<file path="src/rtl/starship_spawn_ctrl.sv">
// Monster-station scheduler for Nexys Starship: LFSR-driven spawns, lane timers, kills, score, game over.
// Optional macro STARSHIP_DIFFICULTY_RAMP_EN shortens the spawn period every 8 kills.
module starship_spawn_ctrl #(
  parameter int unsigned SPAWN_PERIOD = 50000000,
  parameter int unsigned SPAWN_THRESH = 64,
  parameter int unsigned LANE_TIMEOUT = 250000000,
  parameter int unsigned MAX_ACTIVE   = 2,
  parameter logic [15:0] SEED         = 16'hACE1
) (
  input  logic        Clk,
  input  logic        Reset,
  input  logic        play,
  input  logic        restart,
  input  logic [3:0]  kill,
  output logic [3:0]  lane_full,
  output logic [3:0]  spawn_pulse,
  output logic [15:0] score,
  output logic        game_over,
  output logic        q_Init,
  output logic        q_Play,
  output logic        q_Over
);

  typedef enum logic [1:0] {
    S_INIT = 2'b00,
    S_PLAY = 2'b01,
    S_OVER = 2'b10
  } state_t;

  localparam int CW = $clog2(SPAWN_PERIOD);
  localparam int TW = $clog2(LANE_TIMEOUT);
  localparam logic [CW-1:0] PERIOD_LAST = CW'(SPAWN_PERIOD - 1);
  localparam logic [TW-1:0] TIMER_LOAD  = TW'(LANE_TIMEOUT - 1);
  localparam logic [8:0]    THRESH      = 9'(SPAWN_THRESH);
  localparam logic [2:0]    MAX_ACT     = 3'(MAX_ACTIVE);
  // An all-zero seed would lock the LFSR, so it falls back to the default seed.
  localparam logic [15:0]   SEED_EFF    = (SEED == 16'h0000) ? 16'hACE1 : SEED;

  function automatic logic [2:0] popcount4(input logic [3:0] v);
    popcount4 = {2'b00, v[0]} + {2'b00, v[1]} + {2'b00, v[2]} + {2'b00, v[3]};
  endfunction

  state_t          state;
  logic [15:0]     lfsr;
  logic [CW-1:0]   count;
  logic [TW-1:0]   timer [4];
  logic [CW-1:0]   period_last;
  logic            tick;
  logic            spawn;
  logic [1:0]      cand;
  logic [3:0]      expire;
  logic [3:0]      valid_kill;
  logic [16:0]     score_sum;
  logic [15:0]     score_next;
  logic            lfsr_fb;

`ifdef STARSHIP_DIFFICULTY_RAMP_EN
  logic [1:0]  level;
  logic [1:0]  level_next;
  logic [31:0] period_eff;

  assign level_next = (|score[15:5]) ? 2'd3 : score[4:3];

  always_comb begin
    period_eff = 32'(SPAWN_PERIOD) >> level;
    if (period_eff == 32'd0) period_eff = 32'd1;
    period_last = CW'(period_eff - 32'd1);
  end

  // Level is latched only at a counter wrap so a period never changes mid-count.
  always_ff @(posedge Clk or negedge Reset) begin
    if (!Reset) begin
      level <= 2'd0;
    end else if (state == S_INIT && play) begin
      level <= 2'd0;
    end else if (tick) begin
      level <= level_next;
    end
  end
`else
  assign period_last = PERIOD_LAST;
`endif

  assign lfsr_fb    = lfsr[15] ^ lfsr[13] ^ lfsr[12] ^ lfsr[10];
  assign cand       = lfsr[9:8];
  assign tick       = (state == S_PLAY) && (count == period_last);
  assign spawn      = tick && ({1'b0, lfsr[7:0]} < THRESH) && !lane_full[cand]
                      && (popcount4(lane_full) < MAX_ACT);
  assign valid_kill = kill & lane_full;
  assign score_sum  = {1'b0, score} + {14'b0, popcount4(valid_kill)};
  assign score_next = score_sum[16] ? 16'hFFFF : score_sum[15:0];

  // NOTE: every signal written in always_comb gets a default first so no latch is inferred.
  always_comb begin
    expire = 4'b0000;
    for (int l = 0; l < 4; l++) begin
      expire[l] = lane_full[l] && (timer[l] == '0) && !kill[l];
    end
  end

  // NOTE: state is updated with non-blocking assignments so every register samples pre-edge values.
  always_ff @(posedge Clk or negedge Reset) begin
    if (!Reset) begin
      state       <= S_INIT;
      lfsr        <= SEED_EFF;
      count       <= '0;
      lane_full   <= 4'b0000;
      spawn_pulse <= 4'b0000;
      score       <= 16'h0000;
      game_over   <= 1'b0;
      q_Init      <= 1'b1;
      q_Play      <= 1'b0;
      q_Over      <= 1'b0;
      // NOTE: the four lane timers are few and their start value matters, so they are reset explicitly.
      for (int l = 0; l < 4; l++) timer[l] <= '0;
    end else begin
      lfsr        <= {lfsr[14:0], lfsr_fb};
      spawn_pulse <= 4'b0000;
      case (state)
        S_INIT: begin
          lane_full <= 4'b0000;
          if (play) begin
            state  <= S_PLAY;
            q_Init <= 1'b0;
            q_Play <= 1'b1;
            score  <= 16'h0000;
            count  <= '0;
            for (int l = 0; l < 4; l++) timer[l] <= '0;
          end
        end

        S_PLAY: begin
          score <= score_next;
          for (int l = 0; l < 4; l++) begin
            if (lane_full[l] && timer[l] != '0) timer[l] <= timer[l] - TW'(1);
          end
          if (|expire) begin
            // Kills in the losing cycle still count, but no new monster appears.
            state     <= S_OVER;
            q_Play    <= 1'b0;
            q_Over    <= 1'b1;
            game_over <= 1'b1;
            lane_full <= lane_full & ~kill;
          end else begin
            count <= tick ? '0 : count + CW'(1);
            if (spawn) begin
              lane_full   <= (lane_full & ~kill) | (4'b0001 << cand);
              spawn_pulse <= 4'b0001 << cand;
              timer[cand] <= TIMER_LOAD;
            end else begin
              lane_full <= lane_full & ~kill;
            end
          end
        end

        S_OVER: begin
          if (restart) begin
            state     <= S_INIT;
            q_Over    <= 1'b0;
            q_Init    <= 1'b1;
            game_over <= 1'b0;
          end
        end

        default: begin
          state     <= S_INIT;
          q_Init    <= 1'b1;
          q_Play    <= 1'b0;
          q_Over    <= 1'b0;
          game_over <= 1'b0;
        end
      endcase
    end
  end

endmodule

</file>
<file path="config.mk">
export PLATFORM = sky130hd
export DESIGN_NAME = starship_spawn_ctrl
export DESIGN_NICKNAME = d
export VERILOG_FILES = /design/src/rtl/starship_spawn_ctrl.sv
export SDC_FILE = /design/constraint.sdc
export NUM_CORES = 1
export LEC_CHECK = 0
export BUFFER_PORTS_ARGS = -buffer_cell sky130_fd_sc_hd__buf_4
export CAP_MARGIN = 20
export CORE_UTILIZATION = 55
export DETAILED_ROUTE_END_ITERATION = 7
export GPL_ROUTABILITY_DRIVEN = 0
export PLACE_DENSITY_LB_ADDON = 0.15
export RECOVER_POWER = 25
export SYNTH_ARGS = -nofsm -noshare
export SYNTH_HDL_FRONTEND = slang
export SYNTH_SLANG_ARGS = --single-unit
export TNS_END_PERCENT = 100
</file>
<file path="constraint.sdc">
create_clock -name Clk -period 7.6 [get_ports Clk]
set_input_delay 2.28 -clock Clk [delete_from_list [all_inputs] [get_ports Clk]]
set_output_delay 2.28 -clock Clk [all_outputs]
set_load 0.005 [all_outputs]
</file>
Yosys cells after proc, flatten, opt, wreduce, memory -nomap -nowiden
Cells that the tools add are included.
Widths: inputs -> output; s select.
{ "op_classes": {"n_addsub": 12, "n_lt_le_gt_ge": 5, "eq_ne": 7, "n_shift": 1, "n_mux": 42, "bitwise_logic": 14, "reduce_logical": 39} }
{ "ops": {"columns": ["op", "count"], "rows": [
  ["$mux 112", 3],
  ["$mux 28", 9],
  ["$pmux 112 s2", 1],
  ["$logic_not 28->1", 4],
  ["$reduce_bool 28->1", 4],
  ["$sub 28x1->28 const B", 4],
  ["$mux 26", 3],
  ["$or 76x76->76", 1],
  ["$demux 28 s2", 1],
  ["$pmux 26 s2", 1],
  ["$and 36x36->36", 1],
  ["$not 36->36", 1],
  ["$mux 16", 2],
  ["$pmux 16 s2", 1],
  ["$add 26x1->26 const B", 1],
  ["$eq 26x26->1 const B", 1],
  ["$mux 4", 5],
  ["$add 16x3->17", 1],
  ["$logic_and 1x1->1", 17],
  ["$reduce_and 3->1", 5],
  ["$pmux 1 s3", 3],
  ["$and 4x4->4", 2],
  ["$lt 8x7->1 const B", 1],
  ["$pmux 4 s2", 1],
  ["other kinds (26)", 47]
]} }
{ "totals": {"regBits": 183, "in_bits": 8, "out_inout_bits": 28, "word_cells": 133} }

Longest topological paths before layout
{ "depth": {"depth_word": 10, "ltp_mapped": 13, "mapped_depth_nobuf": 12} }

Worst setup path after synthesis
Ideal clock, no wire load.
{ "synth_path": {"path_kind": "input to register", "startpoint": "input kill[0]", "endpoint": "register score[0]", "setup_time_ns": 0.083, "t_arrival_ns": 4.869, "required_ns": 7.517, "slack_ns": 2.648, "stages": 13, "n_path_buf": 1, "cell_sequence": "nand2_1 -> fa_1 -> fa_1 -> inv_1 -> fa_1 -> nand3_1 -> nor4_1 -> nand2_1 -> nor2_1 -> nand2_1 -> clkbuf_1 -> a21o_1 -> o21ai_0"} }
{ "synth_between": {"elab_chain_cells": 7} }
{ "synth_rtl": {"columns": ["item", "line_no", "rtl"], "rows": [
  ["from (decl)", "14", "input logic [3:0] kill,"],
  ["$and 4x4->4", "89", "assign valid_kill = kill & lane_full;"],
  ["$add 1x1->2", "40", "popcount4 = {2'b00, v[0]} + {2'b00, v[1]} + {2'b00, v[2]} + {2'b00, v[3]};"],
  ["$add 2x1->3", "40", null],
  ["$add 3x1->3", "40", null],
  ["$add 16x3->17", "90", "assign score_sum = {1'b0, score} + {14'b0, popcount4(valid_kill)};"],
  ["$mux 16", "91", "assign score_next = score_sum[16] ? 16'hFFFF : score_sum[15:0];"],
  ["$pmux 16 s2", "119", "case (state)"],
  ["to (signal assigned)", "133", "score <= score_next;"],
  ["to (decl)", "17", "output logic [15:0] score,"]
]} }
No other way between the ends.
A chain may end at the register's enable or synchronous reset.

Worst setup path in the final report
Ends and elaborated chain as after synthesis.

==> reports/results.txt <==
CTS tree = done
ANT cells = 0
Final instance area = 11500 sq um
Post-route setup slack = 2570 ps
Top cell type's share of synthesized area = 41.6%
Setup CP Type = primary input to register
Crit. End Element = register
Post-Synth XOR/XNOR Area = 0.752%
DRC = 0
Area delta synth->final = 9.98%
Max-Cap Viols = 0
Largest family of logic cells by synthesized area = simple AND/OR/NAND/NOR gates
Mux share of post-synthesis cell area = 0.490%
Setup TNS = 0 ps
Max Clk Rate = 0.199 GHz
Starting density of the core = 56.0%
Share of cells above drive strength 1 = 9.31%
I/O pins = 36
Synthesized area = 10500 sq um
GRT Total Usage = 28.6%
Critical path cell sequence = buf_4 > nand2_1 > fa_1 > fa_1 > inv_1 > fa_1 > nand3_1 > nor4_1 > nand2_1 > nor2_1 > nand2_1 > a21o_1 > o21ai_0
Pleak = 5.13 nW
Post-synth EDFFs = 0
Fin. Hold Viols = 0
Pre-CTS setup slack = 2110 ps
Critical path buffers and inverters = 2
RSZ-0062 raised after global routing = no
Top cells by area, synth = dfrtp_1 42%, o21ai_0 6.0%, nand2_1 5.1%
Slew @ Worst Pin = 1030 ps
Primary FF master, synth = dfrtp_1
CP Launch Type = primary input
Synth Net Count = 1243
CTS Buf Count = 17
Sequential fraction of the synthesis area = 43.8%
DP Wirelength = 16800 um
Count leader, synth = dfrtp_1
Run status = finished clean
Crit Path Max Fanout = 13
Yosys top cell by area = dfrtp_1
DR vias = 9498
Storage cell area = 4590 sq um
Syn Area/Cell = 8.55 sq um
Clock-pin slew on the worst setup and hold paths = 70 ps
Row count = 50
First-pass detailed-route iteration total = 6
Compound-Gate Fraction of Synth Area = 20.6%
Die X = 140 um
Setup Buffers After CTS = 0
Setup Skew = 14.3 ps
Async S/R FF share, synth = 100%
Minimum clock period = 5030 ps
Post-CTS sizing = 0
Largest net degree at the start of global routing = 91
Area after DPL = 10800 sq um
H-tree levels = 4
Avg WL per Cell = 18.3 um
Slew HR = 31.2%
Die height = 140 um
P per Cell Area = 223 nW/um^2
Adder-cell share of the synthesized area = 1.48%
Multi-input gate area in the final layout = 5430 sq um
Number of global-route vias before repair = 8931
Post-synthesis cell type count = 81
Clock root cell = clkbuf_16
Vias per inst = 6.47
First-pass GRT wire length = 45100 um
CP delay by family, top = simple AND/OR/NAND/NOR gates
Mapped Cells = 1225
Final Cycle Share = 66.2%
Hold Buf Count CTS = 0
Worst stage delay on the critical path = 560 ps
Synthesized flop and latch total = 183
Worst EP required = 7950 ps
Total die area = 19600 sq um
# nets final = 1240
Port Buf Inserts = 35
Initial antenna violation count = 0
Arrival @ worst endpoint = 5380 ps
Final max-slew violation count = 0
Post-synth top cells = 174 x dfrtp_1, 141 x nand2_1, 125 x o21ai_0
CTS max path bufs = 2
CP max-delay cell = nor4_1
Count of final setup violators = 0
CORE AREA = 18700 sq um
ANT nets after route = 0
Initial drt markers = 885
Drt total wl = 27000 um
Remaining Overflow, GRT = 0
Simple logic cell fraction of the synthesized area = 28.3%
Clk sink count = 183
Worst skew pair latency = 440 ps
Worst vdd ir = 145 uV
Filler cells = 1588
Hold Crit Class = register to register
Yosys warns = 0
## cell usage in the layout, fill, tap and decap left out, types with 6 or more instances in the layout
cell type	count
xor2_1	6
nand2b_1	10
dfstp_2	6
nor4b_1	8
nand4_1	34
nand2_1	141
and3_1	10
a22oi_1	6
o21ai_0	125
bufinv_16	6
a22o_1	8
ha_1	6
inv_1	48
buf_4	41
a21o_1	7
o31ai_1	9
a21oi_1	62
a31oi_1	38
nor3_1	34
nor2_1	94
or3_1	27
o211ai_1	32
clkbuf_16	17
nor4_1	42
dfrtp_1	174
and2_1	14
nor2b_1	7
nor3b_1	6
o311ai_0	8
or4_1	12
o22ai_1	13
nand3_1	73
## final cells by class
| class | instances | share of cell area [%] |
|---|---|---|
| Timing Repair Buffer | 45 | 3.09 |
| Clock buffer | 18 | 3.72 |
| Sequential cell | 183 | 39.8 |
| Clock inverter | 14 | 2.14 |
| Inverter | 48 | 1.56 |
| Tap cell | 234 | 2.54 |
| Multi-Input combinational cell | 927 | 47.1 |
## path summary, 6_finish.rpt
kind | cells past startpoint | slack [ps] | start | to
setup / recovery | 13 | 2570 | kill[0] | score[0]
hold / removal | 0 | 350 | lfsr[4] | lfsr[5]
setup reg to reg | 12 | 3960 | lane_full[0] | score[0]
hold reg to reg | 0 | 350 | lfsr[4] | lfsr[5]
max in group asynchronous | 2 | 4560 | Reset | timer[54]
min in group asynchronous | 1 | 1880 | Reset | timer[79]
## registers in the layout, summed over array words and instances, names as in the netlist
register     count
q_Play           1
spawn_pulse      4
timer          112
count           26
state            2
score           16
lfsr            16
lane_full        4
q_Init           1
q_Over           1
## per-layer routing
metal | track usage, % | up-vias | part of all wire (%)
met2 | 45.8 | 300 | 47
met1 | 40.1 | 4628 | 47
met5 | 0 | - | 0
met3 | 4.72 | 21 | 5.0
li1 | - | 4549 | -
met4 | 8.16 | 0 | 0.93
## logic make-up after synthesis
logic type	after synthesis
mux	5
fa+ha+maj	10
buf+inv	115
simple gates	558
flops	183
compound gates	345
xor+xnor	9
## worst reg2reg max path, stage by stage (launching register included)
cell and delay (ps):
dfrtp_1 480, nand2_1 140, fa_1 500, fa_1 450, inv_1 80, fa_1 200, nand3_1 160, nor4_1 560
nand2_1 110, nor2_1 210, nand2_1 320, a21o_1 260, o21ai_0 70
## power by group
part,leakage [nW],switching (mW),total [mW],internal (mW)
logic,2.33,0.288,0.433,0.145
clock network,0.323,0.407,1.03,0.622
registers,2.48,0.0706,1.10,1.03
## through the flow
step	hold slack (ps)	util [%]	power, mW	instances
finish	348	61.6	2.56	1469
global route	359	61.6	2.68	1469
CTS	352	61.5	2.57	1467
detailed placement	337	57.9	1.54	1435
global placement	333	57.9	1.53	1435
floorplan	331	-	1.42	1225
Power figures use the tool's default switching activity.
